===== src/rtl/wbsram16.sv =====
// Wishbone classic slave to 16-bit async SRAM; each word becomes up to two halfword accesses, low half first.
// Ack/err are registered pulses, ack (WAIT_CYCLES+2)*H+1 cycles after acceptance; no stall, dropping cyc aborts.
module wbsram16 #(
    parameter int AW          = 32,
    parameter int DW          = 32,
    parameter int SW          = 4,
    parameter int MUXWIDTH    = 3,
    parameter int SRAM_AW     = 18,
    parameter int WAIT_CYCLES = 2
) (
    input  logic               i_clk,
    input  logic               i_reset_n,
    input  logic               i_wb_cyc,
    input  logic               i_wb_stb,
    input  logic               i_wb_we,
    input  logic [AW-1:0]      i_wb_addr,
    input  logic [DW-1:0]      i_wb_data,
    input  logic [SW-1:0]      i_wb_sel,
    output logic               o_wb_ack,
    output logic [DW-1:0]      o_wb_data,
    output logic               o_wb_err,
    output logic [SRAM_AW-1:0] o_sram_addr,
    output logic [15:0]        o_sram_dq_out,
    output logic               o_sram_dq_oe,
    input  logic [15:0]        i_sram_dq_in,
    output logic               o_sram_ce_n,
    output logic               o_sram_oe_n,
    output logic               o_sram_we_n,
    output logic               o_sram_lb_n,
    output logic               o_sram_ub_n
);

    typedef enum logic [2:0] {S_IDLE, S_SETUP, S_STROBE, S_HOLD, S_DONE} state_t;

    state_t               state_q, state_d;
    logic                 we_q, we_d;
    logic [DW-1:0]        wdat_q, wdat_d;
    logic [SW-1:0]        sel_q, sel_d;
    logic [SRAM_AW-2:0]   waddr_q, waddr_d;
    logic                 half_q, half_d;
    logic [3:0]           cnt_q, cnt_d;
    logic [DW-1:0]        rbuf_q, rbuf_d;

    logic [SRAM_AW-1:0]   addr_q, addr_d;
    logic [15:0]          dq_out_q, dq_out_d;
    logic                 dq_oe_q, dq_oe_d;
    logic                 ce_n_q, ce_n_d, oe_n_q, oe_n_d, we_n_q, we_n_d;
    logic                 lb_n_q, lb_n_d, ub_n_q, ub_n_d;
    logic                 ack_q, ack_d, err_q, err_d;
    logic [DW-1:0]        wb_data_q, wb_data_d;

    logic                 start_vld, start_h;
    logic [1:0]           half_sel;
    logic [15:0]          lane_mask;
    logic                 range_bad;
    logic                 unused_addr;

    assign range_bad   = |i_wb_addr[AW-MUXWIDTH-1:SRAM_AW-1];
    assign unused_addr = &{1'b0, i_wb_addr[AW-1:AW-MUXWIDTH]};
    assign half_sel    = half_q ? sel_q[3:2] : sel_q[1:0];
    assign lane_mask   = {{8{half_sel[1]}}, {8{half_sel[0]}}};

    always_comb begin
        state_d   = state_q;
        we_d      = we_q;
        wdat_d    = wdat_q;
        sel_d     = sel_q;
        waddr_d   = waddr_q;
        half_d    = half_q;
        cnt_d     = cnt_q;
        rbuf_d    = rbuf_q;
        addr_d    = addr_q;
        dq_out_d  = dq_out_q;
        dq_oe_d   = dq_oe_q;
        ce_n_d    = ce_n_q;
        oe_n_d    = oe_n_q;
        we_n_d    = we_n_q;
        lb_n_d    = lb_n_q;
        ub_n_d    = ub_n_q;
        ack_d     = 1'b0;
        err_d     = 1'b0;
        wb_data_d = wb_data_q;
        start_vld = 1'b0;
        start_h   = 1'b0;

        case (state_q)
            S_IDLE: begin
                // ack/err still high here means the master's stb is stale
                if (i_wb_cyc && i_wb_stb && !ack_q && !err_q) begin
                    we_d    = i_wb_we;
                    wdat_d  = i_wb_data;
                    sel_d   = i_wb_sel;
                    waddr_d = i_wb_addr[SRAM_AW-2:0];
                    rbuf_d  = '0;
                    if (range_bad) begin
                        err_d = 1'b1;
                    end else if (i_wb_sel == '0) begin
                        ack_d     = 1'b1;
                        wb_data_d = '0;
                    end else begin
                        start_vld = 1'b1;
                        start_h   = (i_wb_sel[1:0] == 2'b00);
                    end
                end
            end
            S_SETUP: begin
                state_d = S_STROBE;
                cnt_d   = 4'(WAIT_CYCLES - 1);
                if (we_q) we_n_d = 1'b0;
                else      oe_n_d = 1'b0;
            end
            S_STROBE: begin
                if (cnt_q == 4'd0) begin
                    state_d = S_HOLD;
                    oe_n_d  = 1'b1;
                    we_n_d  = 1'b1;
                    if (!we_q) begin
                        if (half_q) rbuf_d[31:16] = i_sram_dq_in & lane_mask;
                        else        rbuf_d[15:0]  = i_sram_dq_in & lane_mask;
                    end
                end else begin
                    cnt_d = cnt_q - 4'd1;
                end
            end
            S_HOLD: begin
                if (!half_q && sel_q[3:2] != 2'b00) begin
                    start_vld = 1'b1;
                    start_h   = 1'b1;
                end else begin
                    state_d = S_DONE;
                    ack_d   = 1'b1;
                    ce_n_d  = 1'b1;
                    lb_n_d  = 1'b1;
                    ub_n_d  = 1'b1;
                    dq_oe_d = 1'b0;
                    if (!we_q) wb_data_d = rbuf_q;
                end
            end
            S_DONE: begin
                state_d = S_IDLE;
            end
            default: begin
                state_d = S_IDLE;
            end
        endcase

        if (start_vld) begin
            state_d = S_SETUP;
            half_d  = start_h;
            addr_d  = {waddr_d, start_h};
            ce_n_d  = 1'b0;
            oe_n_d  = 1'b1;
            we_n_d  = 1'b1;
            lb_n_d  = start_h ? !sel_d[2] : !sel_d[0];
            ub_n_d  = start_h ? !sel_d[3] : !sel_d[1];
            dq_oe_d = we_d;
            if (we_d) dq_out_d = start_h ? wdat_d[31:16] : wdat_d[15:0];
        end

        // Master dropped cyc: release the SRAM at once, whatever half was in flight
        if (state_q != S_IDLE && !i_wb_cyc) begin
            state_d   = S_IDLE;
            ce_n_d    = 1'b1;
            oe_n_d    = 1'b1;
            we_n_d    = 1'b1;
            lb_n_d    = 1'b1;
            ub_n_d    = 1'b1;
            dq_oe_d   = 1'b0;
            ack_d     = 1'b0;
            err_d     = 1'b0;
            wb_data_d = wb_data_q;
        end
    end

    always_ff @(posedge i_clk or negedge i_reset_n) begin
        if (!i_reset_n) begin
            state_q   <= S_IDLE;
            we_q      <= 1'b0;
            wdat_q    <= '0;
            sel_q     <= '0;
            waddr_q   <= '0;
            half_q    <= 1'b0;
            cnt_q     <= '0;
            rbuf_q    <= '0;
            addr_q    <= '0;
            dq_out_q  <= '0;
            dq_oe_q   <= 1'b0;
            ce_n_q    <= 1'b1;
            oe_n_q    <= 1'b1;
            we_n_q    <= 1'b1;
            lb_n_q    <= 1'b1;
            ub_n_q    <= 1'b1;
            ack_q     <= 1'b0;
            err_q     <= 1'b0;
            wb_data_q <= '0;
        end else begin
            state_q   <= state_d;
            we_q      <= we_d;
            wdat_q    <= wdat_d;
            sel_q     <= sel_d;
            waddr_q   <= waddr_d;
            half_q    <= half_d;
            cnt_q     <= cnt_d;
            rbuf_q    <= rbuf_d;
            addr_q    <= addr_d;
            dq_out_q  <= dq_out_d;
            dq_oe_q   <= dq_oe_d;
            ce_n_q    <= ce_n_d;
            oe_n_q    <= oe_n_d;
            we_n_q    <= we_n_d;
            lb_n_q    <= lb_n_d;
            ub_n_q    <= ub_n_d;
            ack_q     <= ack_d;
            err_q     <= err_d;
            wb_data_q <= wb_data_d;
        end
    end

    assign o_wb_ack      = ack_q;
    assign o_wb_err      = err_q;
    assign o_wb_data     = wb_data_q;
    assign o_sram_addr   = addr_q;
    assign o_sram_dq_out = dq_out_q;
    assign o_sram_dq_oe  = dq_oe_q;
    assign o_sram_ce_n   = ce_n_q;
    assign o_sram_oe_n   = oe_n_q;
    assign o_sram_we_n   = we_n_q;
    assign o_sram_lb_n   = lb_n_q;
    assign o_sram_ub_n   = ub_n_q;

endmodule


===== config.mk =====
export PLATFORM = sky130hd
export DESIGN_NAME = wbsram16
export DESIGN_NICKNAME = d
export VERILOG_FILES = /design/src/rtl/wbsram16.sv
export SDC_FILE = /design/constraint.sdc
export NUM_CORES = 1
export LEC_CHECK = 0
export CORE_UTILIZATION = 40
export DETAILED_ROUTE_END_ITERATION = 16
export PLACE_DENSITY = 0.77
export SLEW_MARGIN = 20
export SYNTH_ARGS = -nofsm -noshare
export SYNTH_HDL_FRONTEND = slang
export SYNTH_SLANG_ARGS = --single-unit

===== constraint.sdc =====
create_clock -name i_clk -period 2.5 [get_ports i_clk]
set_input_delay 0.5 -clock i_clk [delete_from_list [all_inputs] [get_ports i_clk]]
set_output_delay 0.5 -clock i_clk [all_outputs]
set_load 0.05 [all_outputs]

* After elaboration in Yosys (flattened, before gate mapping)
Index checks and enable logic that the tools add are counted.
Word-level totals: input bits 89, word-level logic and storage cells 147, output and inout port bits 74, register bits after elaboration 168
Cells by class: $add $sub $neg 1, mux-type cells 71, bitwise operators 2, equality and inequality tests 19, reduce and logical (&&, ||, !) cells 34
Operators with widths (count):
- 32-bit two-way mux | 10
- 32-bit case mux with 2 select lines | 2
- 16-bit two-way mux | 3
- 1-bit two-way mux | 39
- 17-bit two-way mux | 2
- 2-bit != test (second input constant) | 10
- 16-bit AND | 1
- 4-bit != test (second input constant) | 4
- 3-bit two-way mux | 4
- 4-bit two-way mux | 3
- 3-bit case mux with 4 select lines | 1
- 12-bit OR reduction | 1
- 1-bit case mux with 2 select lines | 5
- 5-bit AND reduction | 2
- 3-bit AND reduction | 3
- 1-bit zero test | 8
- 4-bit zero test | 2
- 4-bit case mux with 2 select lines | 1
- 2-bit nonzero test | 4
- 7-bit AND reduction | 1
- 3-bit by 2-bit equality test with 1-bit output (second input constant) | 2
- 2-bit AND reduction | 3
- 3-bit nonzero test | 2
- 1-bit logical AND | 5
- other kinds (9) | 9

* Logic depth before layout (Yosys ltp)
Gate-level depths: netlist of run 1.
depth in word-level cells 9, depth in mapped cells 8, gate-level depth less buffers 6

* Least setup slack after synthesis of run 1
No wires, ideal clock.
kind input to register, from input i_wb_addr[19], to register addr_q[10], in the netlist o_sram_addr[10], slack 324 ps, data required time 2375 ps, arrival time 2051 ps, stages 5, buffers on the path 1, cells stage by stage nor4_1 -> nand3_1 -> o31ai_4 -> buf_4 -> mux2_2
Between the ends: word-level cells in the longest chain between the ends 4
Ends and longest elaborated chain:
- start: declaration | line 16 | input logic [AW-1:0] i_wb_addr,
- 12-bit OR reduction | line 58 | assign range_bad = |i_wb_addr[AW-MUXWIDTH-1:SRAM_AW-1];
- 1-bit two-way mux | line 95 | if (range_bad) begin
- 1-bit two-way mux | line 89 | if (i_wb_cyc && i_wb_stb && !ack_q && !err_q) begin
- 1-bit case mux with 2 select lines | line 86 | case (state_q)
- end signal: assignment | line 205 | addr_q <= addr_d;
- end: declaration | line 44 | logic [SRAM_AW-1:0] addr_q, addr_d;
Every way passes these cells. A chain may end at the register's enable or synchronous reset.

* Worst setup path after layout of run 1
from register addr_q[0], in the netlist o_sram_addr[0], to output o_sram_addr[0]
RTL lines:
- end: declaration | line 22 | output logic [SRAM_AW-1:0] o_sram_addr,
No word-level cell between the ends.

==> results of run 1 <==
power groups by stage:
stage,clock [mW],sequential [mW],combinational (mW)
final,2.89,3.25,1.16
after global routing,3.06,3.29,1.30
after CTS,2.95,3.25,1.18
after detailed placement,0,3.30,1.18
after global placement,0,3.28,1.14
after floorplan,0,3.32,0.681
metrics by stage:
stage | setup slack (ps) | hold WS, ps | total power, mW
after CTS | 170 | 70.0 | 7.39
after global routing | 120 | 91.3 | 7.65
after detailed placement | -55.4 | 454 | 4.48
after floorplan | 324 | 204 | 4.01
final | 174 | 36.7 | 7.31
after global placement | -2.44 | 449 | 4.42
sequential cells by signal, indices dropped and copies added, names as in the netlist, 3 cells and up:
register,flops
cnt_q,4
o_sram_addr,18
o_sram_dq_out,16
o_wb_data,32
rbuf_q,32
sel_q,4
state_q,3
waddr_q,17
wdat_q,32
cell type report:
| type | instances | area, sq um |
|---|---|---|
| Clock buffer | 20 | 457 |
| Clock inverter | 11 | 195 |
| Fill cell | 1380 | 7140 |
| Inverter | 36 | 135 |
| Multi-Input combinational cell | 332 | 2310 |
| Sequential cell | 167 | 4190 |
| Tap cell | 220 | 275 |
| Timing Repair Buffer | 181 | 1880 |
worst paths after layout:
path / start / endpoint / slack [ps] / depth (start not counted)
hold / removal: i_reset_n / o_wb_data[5] / 40 / 1
setup reg to reg: state_q[2] / o_sram_dq_out[2] / 290 / 6
hold reg to reg: waddr_q[1] / waddr_q[1] / 470 / 2
max in group asynchronous: i_reset_n / wdat_q[31] / 1730 / 2
setup / recovery: o_sram_addr[0] / o_sram_addr[0] / 170 / 1
min in group i_clk: waddr_q[1] / waddr_q[1] / 470 / 2
logic make-up after synthesis:
logic type      Yosys count
flops                   167
compound gates           87
fa+ha+maj                 1
simple gates            155
buf+inv                  66
xor+xnor                  3
mux                      86
cell usage in the layout, fill, tap and decap left out, types with 2 or more instances in the layout:
master / synthesis / routed
nor2_1: 18 / 17
nand3_1: 19 / 19
nand4_1: 2 / 2
buf_12: 0 / 10
dfstp_2: 5 / 5
and3_1: 2 / 2
bufinv_16: 0 / 5
a32o_1: 2 / 2
o31ai_1: 4 / 3
dfrtp_1: 162 / 162
clkinvlp_4: 0 / 2
o21ai_0: 35 / 34
clkinv_2: 0 / 2
nand2_1: 95 / 95
clkbuf_16: 0 / 17
buf_4: 4 / 12
a21oi_1: 2 / 2
xnor2_1: 2 / 2
a21o_1: 2 / 2
mux2i_1: 35 / 35
clkbuf_8: 0 / 2
o21ai_1: 3 / 3
nor3_1: 2 / 2
clkdlybuf4s50_1: 0 / 158
mux2_2: 51 / 51
o31ai_4: 1 / 2
a21oi_4: 2 / 2
a22o_1: 32 / 32
nor4_1: 5 / 5
inv_1: 36 / 36
layer usage:
metal  vias to the layer above  GRT usage  routed length (microns)
li1                       2280          -                        -
met1                      2329      0.246                     6820
met2                       145      0.277                     6950
met3                        13     0.0481                      944
met4                         0     0.0594                      128
met5                         -          0                        0
==> impl_metrics.py, run 1 <==
metrics = {
    "status": {
        "status": "finished, final reports clean",
    },
    "timing": {
        "hold_viol_final": 0,
        "setup_violations": 0,
        "drv_slew": 0,
        "tightest_slew_ps": 723,
        "min_period_over_period": 0.930,
        "clock.fmax_ghz": 0.430,
        "timing.final.crit_period_ps": 2330,
        "rsz0062_at_grt": "false",
        "setup_tns_ps": 0,
        "fin_skew_ps": 16.0,
        "slew_headroom": 0.514,
    },
    "floorplan": {
        "ios": 163,
        "fp.dieW_microns": 132,
        "die-area_sq_um": 17500,
        "fp.dieH_microns": 132,
        "fp-row-count": 47,
        "start_util": 0.409,
        "coreArea_sq_um": 16600,
    },
    "clock_network": {
        "cts_root_buf": "clkbuf_16",
        "cts_tree": "yes",
        "cts-resized-gates": 0,
        "worstSkewPairLatency_ps": 430,
        "cts-hold-fix-buffers": 0,
        "cts_setup_buffers": 0,
        "clock-sinks": 167,
        "clk_pin_slew_ps": 70,
        "max-clock-path-buffers": 2,
        "htree_levels": 4,
        "numCtsBuffers": 17,
    },
    "final_layout": {
        "utilization": 0.569,
        "stdcell_area_sq_um": 9440,
        "antenna_cells": 0,
        "area_growth_pct": 39.3,
        "final_cells": 967,
        "layout.nets": 825,
        "layout-drive-gt1-share": 0.159,
    },
    "placement": {
        "hpwl_microns": 10200,
        "dp_cells": 936,
        "place_congestion": 0.794,
        "placed_area_sq_um": 8790,
        "portBuffers": 159,
    },
    "detailed_routing": {
        "drt_iter0_drc": 269,
        "ant_nets": 0,
        "wl_microns": 14800,
        "vias": 4767,
        "drcViolationCount": 0,
        "wl_per_cell_microns": 15.3,
        "first_pass_iters": 4,
        "vias_per_cell": 4.93,
    },
    "pwr": {
        "peakVddDrop_mv": 0.495,
        "leakagePower_nw": 4.15,
        "p_int_mw": 5.47,
        "clockPowerShare": 0.396,
        "p_switching_mw": 1.83,
        "p_sw_frac": 0.251,
        "power_frac_comb": 0.159,
        "power.density_nw_per_um2": 774,
        "pwr-share-seq": 0.445,
    },
    "worst_setup_path": {
        "crit_type": "reg2out",
        "cp_cell_sequence": "clkdlybuf4s50_1",
        "crit_family": "buffers and inverters",
        "arrival_ps": 1830,
        "worstPathRequired_ps": 2000,
        "max_stage_delay_ps": 920,
        "critPathMaxFanout": 7,
        "worstSetupStartpointType": "flop",
        "critical_path.slowest_cell": "clkdlybuf4s50_1",
        "worst-path-buf-inv": 1,
        "end_kind": "primary output",
    },
    "synthesis": {
        "synthSimpleGateAreaFrac": 0.102,
        "synthArstFlopShare": 1.00,
        "synth-xor-area-share": 0.00388,
        "synth.area.top_cells": "dfrtp_1 60%, mux2_2 8.5%, nand2_1 5.3%",
        "synth_edf_count": 0,
        "ys_seq_area_frac": 0.618,
        "synthAdderAreaFrac": 0.00185,
        "synth_seq_cells": 167,
        "ys_types": 46,
        "yosysMostFrequentCell": "dfrtp_1",
        "synth_top_area_frac": 0.598,
        "synth_compound_area_frac": 0.0929,
        "synth_top_family_by_area": "multiplexers",
        "synth.largest_area_cell": "dfrtp_1",
        "syn_inst": 565,
        "synth_mux_area_frac": 0.136,
        "synth_area_sq_um": 6780,
        "synth_ff_type": "dfrtp_1",
        "yosysWarnings": 0,
        "avgSynthCellArea_sq_um": 12.0,
        "ys_top_cells_by_count": "162 x dfrtp_1, 95 x nand2_1, 51 x mux2_2",
        "synth_nets": 655,
    },
    "global_routing": {
        "antenna_found_initial": 0,
        "grt_pass1_vias": 4911,
        "grt_overflow": 0,
        "grt_max_degree": 63,
        "grt_pass1_wl_microns": 24700,
        "grt_usage": 0.179,
    },
    "worst_hold_path": {
        "min_path_type": "in2async",
    },
    "flow_run": {
        "cap_violations": 0,
    },
}
Power figures use the tool's default switching activity.
==> inputs of run 2 (changes only) <==
Settings changed: SETUP_SLACK_MARGIN set to 0.15.
==> impl_metrics.py, run 2 (synthesized netlist as in run 1, its figures left out) <==
metrics = {
    "status": {
        "status": "finished, final reports clean",
    },
    "floorplan": {
        "ios": 163,
        "fp.dieW_microns": 132,
        "start_util": 0.409,
        "die-area_sq_um": 17500,
        "coreArea_sq_um": 16600,
        "fp.dieH_microns": 132,
        "fp-row-count": 47,
    },
    "worst_setup_path": {
        "worstPathRequired_ps": 2000,
        "arrival_ps": 1770,
        "crit_family": "buffers and inverters",
        "max_stage_delay_ps": 810,
        "critical_path.slowest_cell": "clkdlybuf4s50_1",
        "worstSetupStartpointType": "flop",
        "crit_type": "reg2out",
        "worst-path-buf-inv": 1,
        "end_kind": "primary output",
        "cp_cell_sequence": "clkdlybuf4s50_1",
        "critPathMaxFanout": 2,
    },
    "clock_network": {
        "cts_root_buf": "clkbuf_16",
        "clock-sinks": 167,
        "cts_tree": "yes",
        "clk_pin_slew_ps": 60,
        "worstSkewPairLatency_ps": 430,
        "cts_setup_buffers": 0,
        "max-clock-path-buffers": 2,
        "numCtsBuffers": 17,
        "htree_levels": 4,
    },
    "timing": {
        "hold_viol_final": 0,
        "postLayoutSetupSlackWorst_ps": 231,
        "setup_violations": 0,
        "tightest_slew_ps": 725,
        "min_period_over_period": 0.908,
        "fin_skew_ps": 10.6,
        "slew_headroom": 0.512,
        "drv_slew": 0,
        "timing.hold.ws_ps": 29.0,
        "timing.final.crit_period_ps": 2270,
        "clock.fmax_ghz": 0.441,
        "rsz0062_at_grt": "false",
    },
    "final_layout": {
        "layout_commonest_cell": "dfrtp_1",
        "layout.nets": 825,
        "antenna_cells": 0,
        "seq_area_sq_um": 4190,
        "layout_common_cells": "162 x dfrtp_1, 157 x clkdlybuf4s50_1, 95 x nand2_1",
        "layout-drive-gt1-share": 0.159,
        "num-fill-cells": 1379,
        "multi_input_area_sq_um": 2310,
        "area_growth_pct": 39.3,
    },
    "detailed_routing": {
        "vias": 4788,
        "drt_iter0_drc": 251,
        "drcViolationCount": 0,
        "wl_per_cell_microns": 15.3,
        "first_pass_iters": 4,
        "vias_per_cell": 4.95,
        "wl_microns": 14800,
        "ant_nets": 0,
    },
    "placement": {
        "place_ws_ps": -55.4,
        "hpwl_microns": 10200,
        "portBuffers": 159,
        "place_congestion": 0.794,
    },
    "pwr": {
        "peakVddDrop_mv": 0.495,
        "p_switching_mw": 1.83,
        "pwr-share-seq": 0.445,
        "p_sw_frac": 0.251,
        "leakagePower_nw": 4.15,
        "clockPowerShare": 0.395,
        "power.density_nw_per_um2": 774,
        "power_frac_comb": 0.159,
        "p_int_mw": 5.47,
    },
    "global_routing": {
        "grt_pass1_wl_microns": 24700,
        "grt_overflow": 0,
        "grt_pass1_vias": 4911,
        "antenna_found_initial": 0,
        "grt_max_degree": 63,
        "grt_usage": 0.179,
    },
    "flow_run": {
        "cap_violations": 0,
    },
    "worst_hold_path": {
        "min_path_type": "in2async",
    },
}
run 2: timing repair:
action | CTS | global route
endpoints found under the setup margin | 0 | 1
hold buffers | 0 | 0
resized for setup | 0 | 1
run 2: path summary, 6_finish.rpt:
path,end,cells past startpoint,slack (ps),from
worst max-delay path,o_sram_ub_n,1,230,o_sram_ub_n
worst min-delay path,o_wb_data[17],1,30,i_reset_n
worst max register to register,o_sram_dq_out[2],6,300,state_q[2]
worst min register to register,waddr_q[1],2,470,waddr_q[1]
max in group asynchronous,o_sram_addr[2],2,1740,i_reset_n
min in group i_clk,waddr_q[1],2,470,waddr_q[1]
run 2: per-layer routing:
layer,GRT usage,vias up,part of all wire
met1,0.246,2342,0.46
met2,0.277,149,0.46
met5,0,-,0
met3,0.0481,18,0.060
met4,0.0594,0,0.012
li1,-,2279,-
run 2: stage by stage:
step | utilization | cell area [sq um] | power, mW | cells | TNS, ps
6_report | 0.569 | 9440 | 7.31 | 967 | 0
5_1_grt | 0.569 | 9440 | 7.65 | 967 | 0
4_1_cts | 0.569 | 9440 | 7.39 | 967 | 0
3_5_place_dp | 0.530 | 8790 | 4.48 | 936 | -1310
3_3_place_gp | 0.530 | 8790 | 4.42 | 936 | -4.03
2_1_floorplan | - | 6780 | 4.01 | 565 | 0
run 2: final cells by class:
| class | instances | share of cell area |
|---|---|---|
| Sequential cell | 167 | 0.443 |
| Inverter | 36 | 0.0143 |
| Clock inverter | 11 | 0.0207 |
| Clock buffer | 20 | 0.0484 |
| Multi-Input combinational cell | 332 | 0.245 |
| Tap cell | 220 | 0.0291 |
| Timing Repair Buffer | 181 | 0.200 |
run 2: power groups by stage:
stage / clock network [mW] / logic (mW) / registers, mW
6_report: 2.89 / 1.16 / 3.25
5_1_grt: 3.06 / 1.30 / 3.29
4_1_cts: 2.95 / 1.18 / 3.25
3_5_place_dp: 0 / 1.18 / 3.30
3_3_place_gp: 0 / 1.14 / 3.28
2_1_floorplan: 0 / 0.681 / 3.32
==> inputs of run 3 (changes only) <==
Clock period 2.5 ns to 2.9 ns, I/O delays scaled along.
==> impl_metrics.py, run 3 (synthesized netlist as in run 1, its figures left out) <==
metrics = {
    "status": {
        "status": "finished, final reports clean",
    },
    "timing": {
        "hold_viol_final": 0,
        "postLayoutSetupSlackWorst_ps": 437,
        "timing.final.crit_period_ps": 2460,
        "tightest_slew_ps": 709,
        "min_period_over_period": 0.849,
        "slew_headroom": 0.525,
        "drv_slew": 0,
        "clock.fmax_ghz": 0.406,
        "rsz0062_at_grt": "false",
        "timing.hold.ws_ps": 174,
        "setup_violations": 0,
        "fin_skew_ps": 7.55,
        "setup_tns_ps": 0,
    },
    "placement": {
        "portBuffers": 159,
        "place_congestion": 0.759,
        "placed_area_sq_um": 8690,
        "place_ws_ps": 126,
        "dp_cells": 929,
        "hpwl_microns": 9950,
    },
    "worst_setup_path": {
        "end_kind": "flop",
        "critical_path.slowest_cell": "and4_1",
        "ff2ff_path_depth": 6,
        "max_stage_delay_ps": 590,
        "r2r_end": "o_sram_lb_n",
        "worstPathRequired_ps": 3230,
        "crit_type": "reg2reg",
        "cp_cell_sequence": "nor3_2, and4_1, buf_4, mux2_2, a32o_1, o21ai_0",
        "critPathMaxFanout": 9,
        "worstReg2RegStart": "state_q[2]",
        "reg2reg_slack_ps": 440,
        "arrival_ps": 2790,
        "worstSetupStartpointType": "flop",
    },
    "global_routing": {
        "grt_usage": 0.181,
        "grt_pass1_vias": 4842,
        "grt_overflow": 0,
        "antenna_found_initial": 0,
        "grt_max_degree": 72,
        "grt_pass1_wl_microns": 24900,
    },
    "final_layout": {
        "layout_commonest_cell": "dfrtp_1",
        "antenna_cells": 0,
        "final_cells": 961,
        "utilization": 0.558,
        "layout-drive-gt1-share": 0.152,
        "layout.nets": 818,
        "area_growth_pct": 36.6,
        "layout_common_cells": "162 x dfrtp_1, 158 x clkdlybuf4s50_1, 95 x nand2_1",
        "stdcell_area_sq_um": 9260,
    },
    "floorplan": {
        "coreArea_sq_um": 16600,
        "ios": 163,
        "fp.dieW_microns": 132,
        "fp-row-count": 47,
        "fp.dieH_microns": 132,
        "start_util": 0.409,
        "die-area_sq_um": 17500,
    },
    "detailed_routing": {
        "wl_met3_microns": 1150,
        "wl_met2_microns": 6590,
        "vias": 4726,
        "routed.top_layer": "met4",
        "drt_iter0_drc": 244,
        "wl_per_cell_microns": 15.2,
        "wl_microns": 14600,
        "ant_nets": 0,
        "drt-met1-wl_microns": 6760,
        "drcViolationCount": 0,
        "first_pass_iters": 4,
        "vias_per_cell": 4.92,
    },
    "flow_run": {
        "cap_violations": 0,
    },
    "clock_network": {
        "cts-resized-gates": 0,
        "cts_root_buf": "clkbuf_16",
        "htree_levels": 4,
        "clock-sinks": 167,
        "cts_tree": "yes",
        "cts-hold-fix-buffers": 0,
        "max-clock-path-buffers": 2,
        "worstSkewPairLatency_ps": 420,
        "cts_setup_buffers": 0,
        "numCtsBuffers": 17,
        "clk_pin_slew_ps": 60,
    },
    "pwr": {
        "finalPower_mw": 5.92,
        "leakagePower_nw": 4.06,
        "power.density_nw_per_um2": 640,
        "peakVddDrop_mv": 0.403,
    },
    "worst_hold_path": {
        "min_path_type": "in2async",
    },
}
run 3: cell types whose count changed in the layout (fill, tap and decap cells not counted), sizes merged:
cell	before	now
inv	38	39
dlymetal6s2s	1	0
clkinv	2	5
bufinv	5	1
clkdlybuf4s50	157	158
clkinvlp	2	4
clkbuf	20	19
buf	23	16
run 3: routing by layer:
metal | global-route usage | vias up
met4 | 0.0415 | 0
met2 | 0.269 | 132
met5 | 0 | -
met1 | 0.254 | 2321
li1 | - | 2264
met3 | 0.0654 | 9
run 3: where the power goes:
group	total (mW)	leakage (nW)	internal (mW)	switching, mW
combinational	0.976	1.68	0.456	0.521
clock	2.15	0.268	1.21	0.934
sequential	2.80	2.11	2.67	0.131
run 3: how the worst max path moves through the flow:
| stage | endpoint | startpoint | slack, ps | cells after the start |
|---|---|---|---|---|
| 2_1_floorplan | o_sram_addr[10] | i_wb_addr[19] | 640 | 5 |
| 3_3_place_gp | rbuf_q[6] | i_wb_stb | 140 | 4 |
| 3_5_place_dp | o_wb_data[25] | i_wb_addr[19] | 130 | 7 |
| 4_1_cts | o_sram_lb_n | state_q[2] | 430 | 6 |
| 5_1_grt | o_wb_data[2] | i_wb_addr[26] | 270 | 7 |
| 6_report | o_sram_lb_n | state_q[2] | 440 | 6 |
run 3: layout make-up:
cell class | instances | area, sq um
Clock buffer | 19 | 443
Fill cell | 1382 | 7320
Timing Repair Buffer | 174 | 1780
Multi-Input combinational cell | 332 | 2320
Clock inverter | 13 | 121
Sequential cell | 167 | 4190
Tap cell | 220 | 275
Inverter | 36 | 135
run 3: worst max-delay path: cells and delay by family (launching register included):
kind | cells | cell delay [ps]
buf+inv | 1 | 240
compound gates | 2 | 400
flops | 1 | 430
simple gates | 2 | 960
mux | 1 | 340
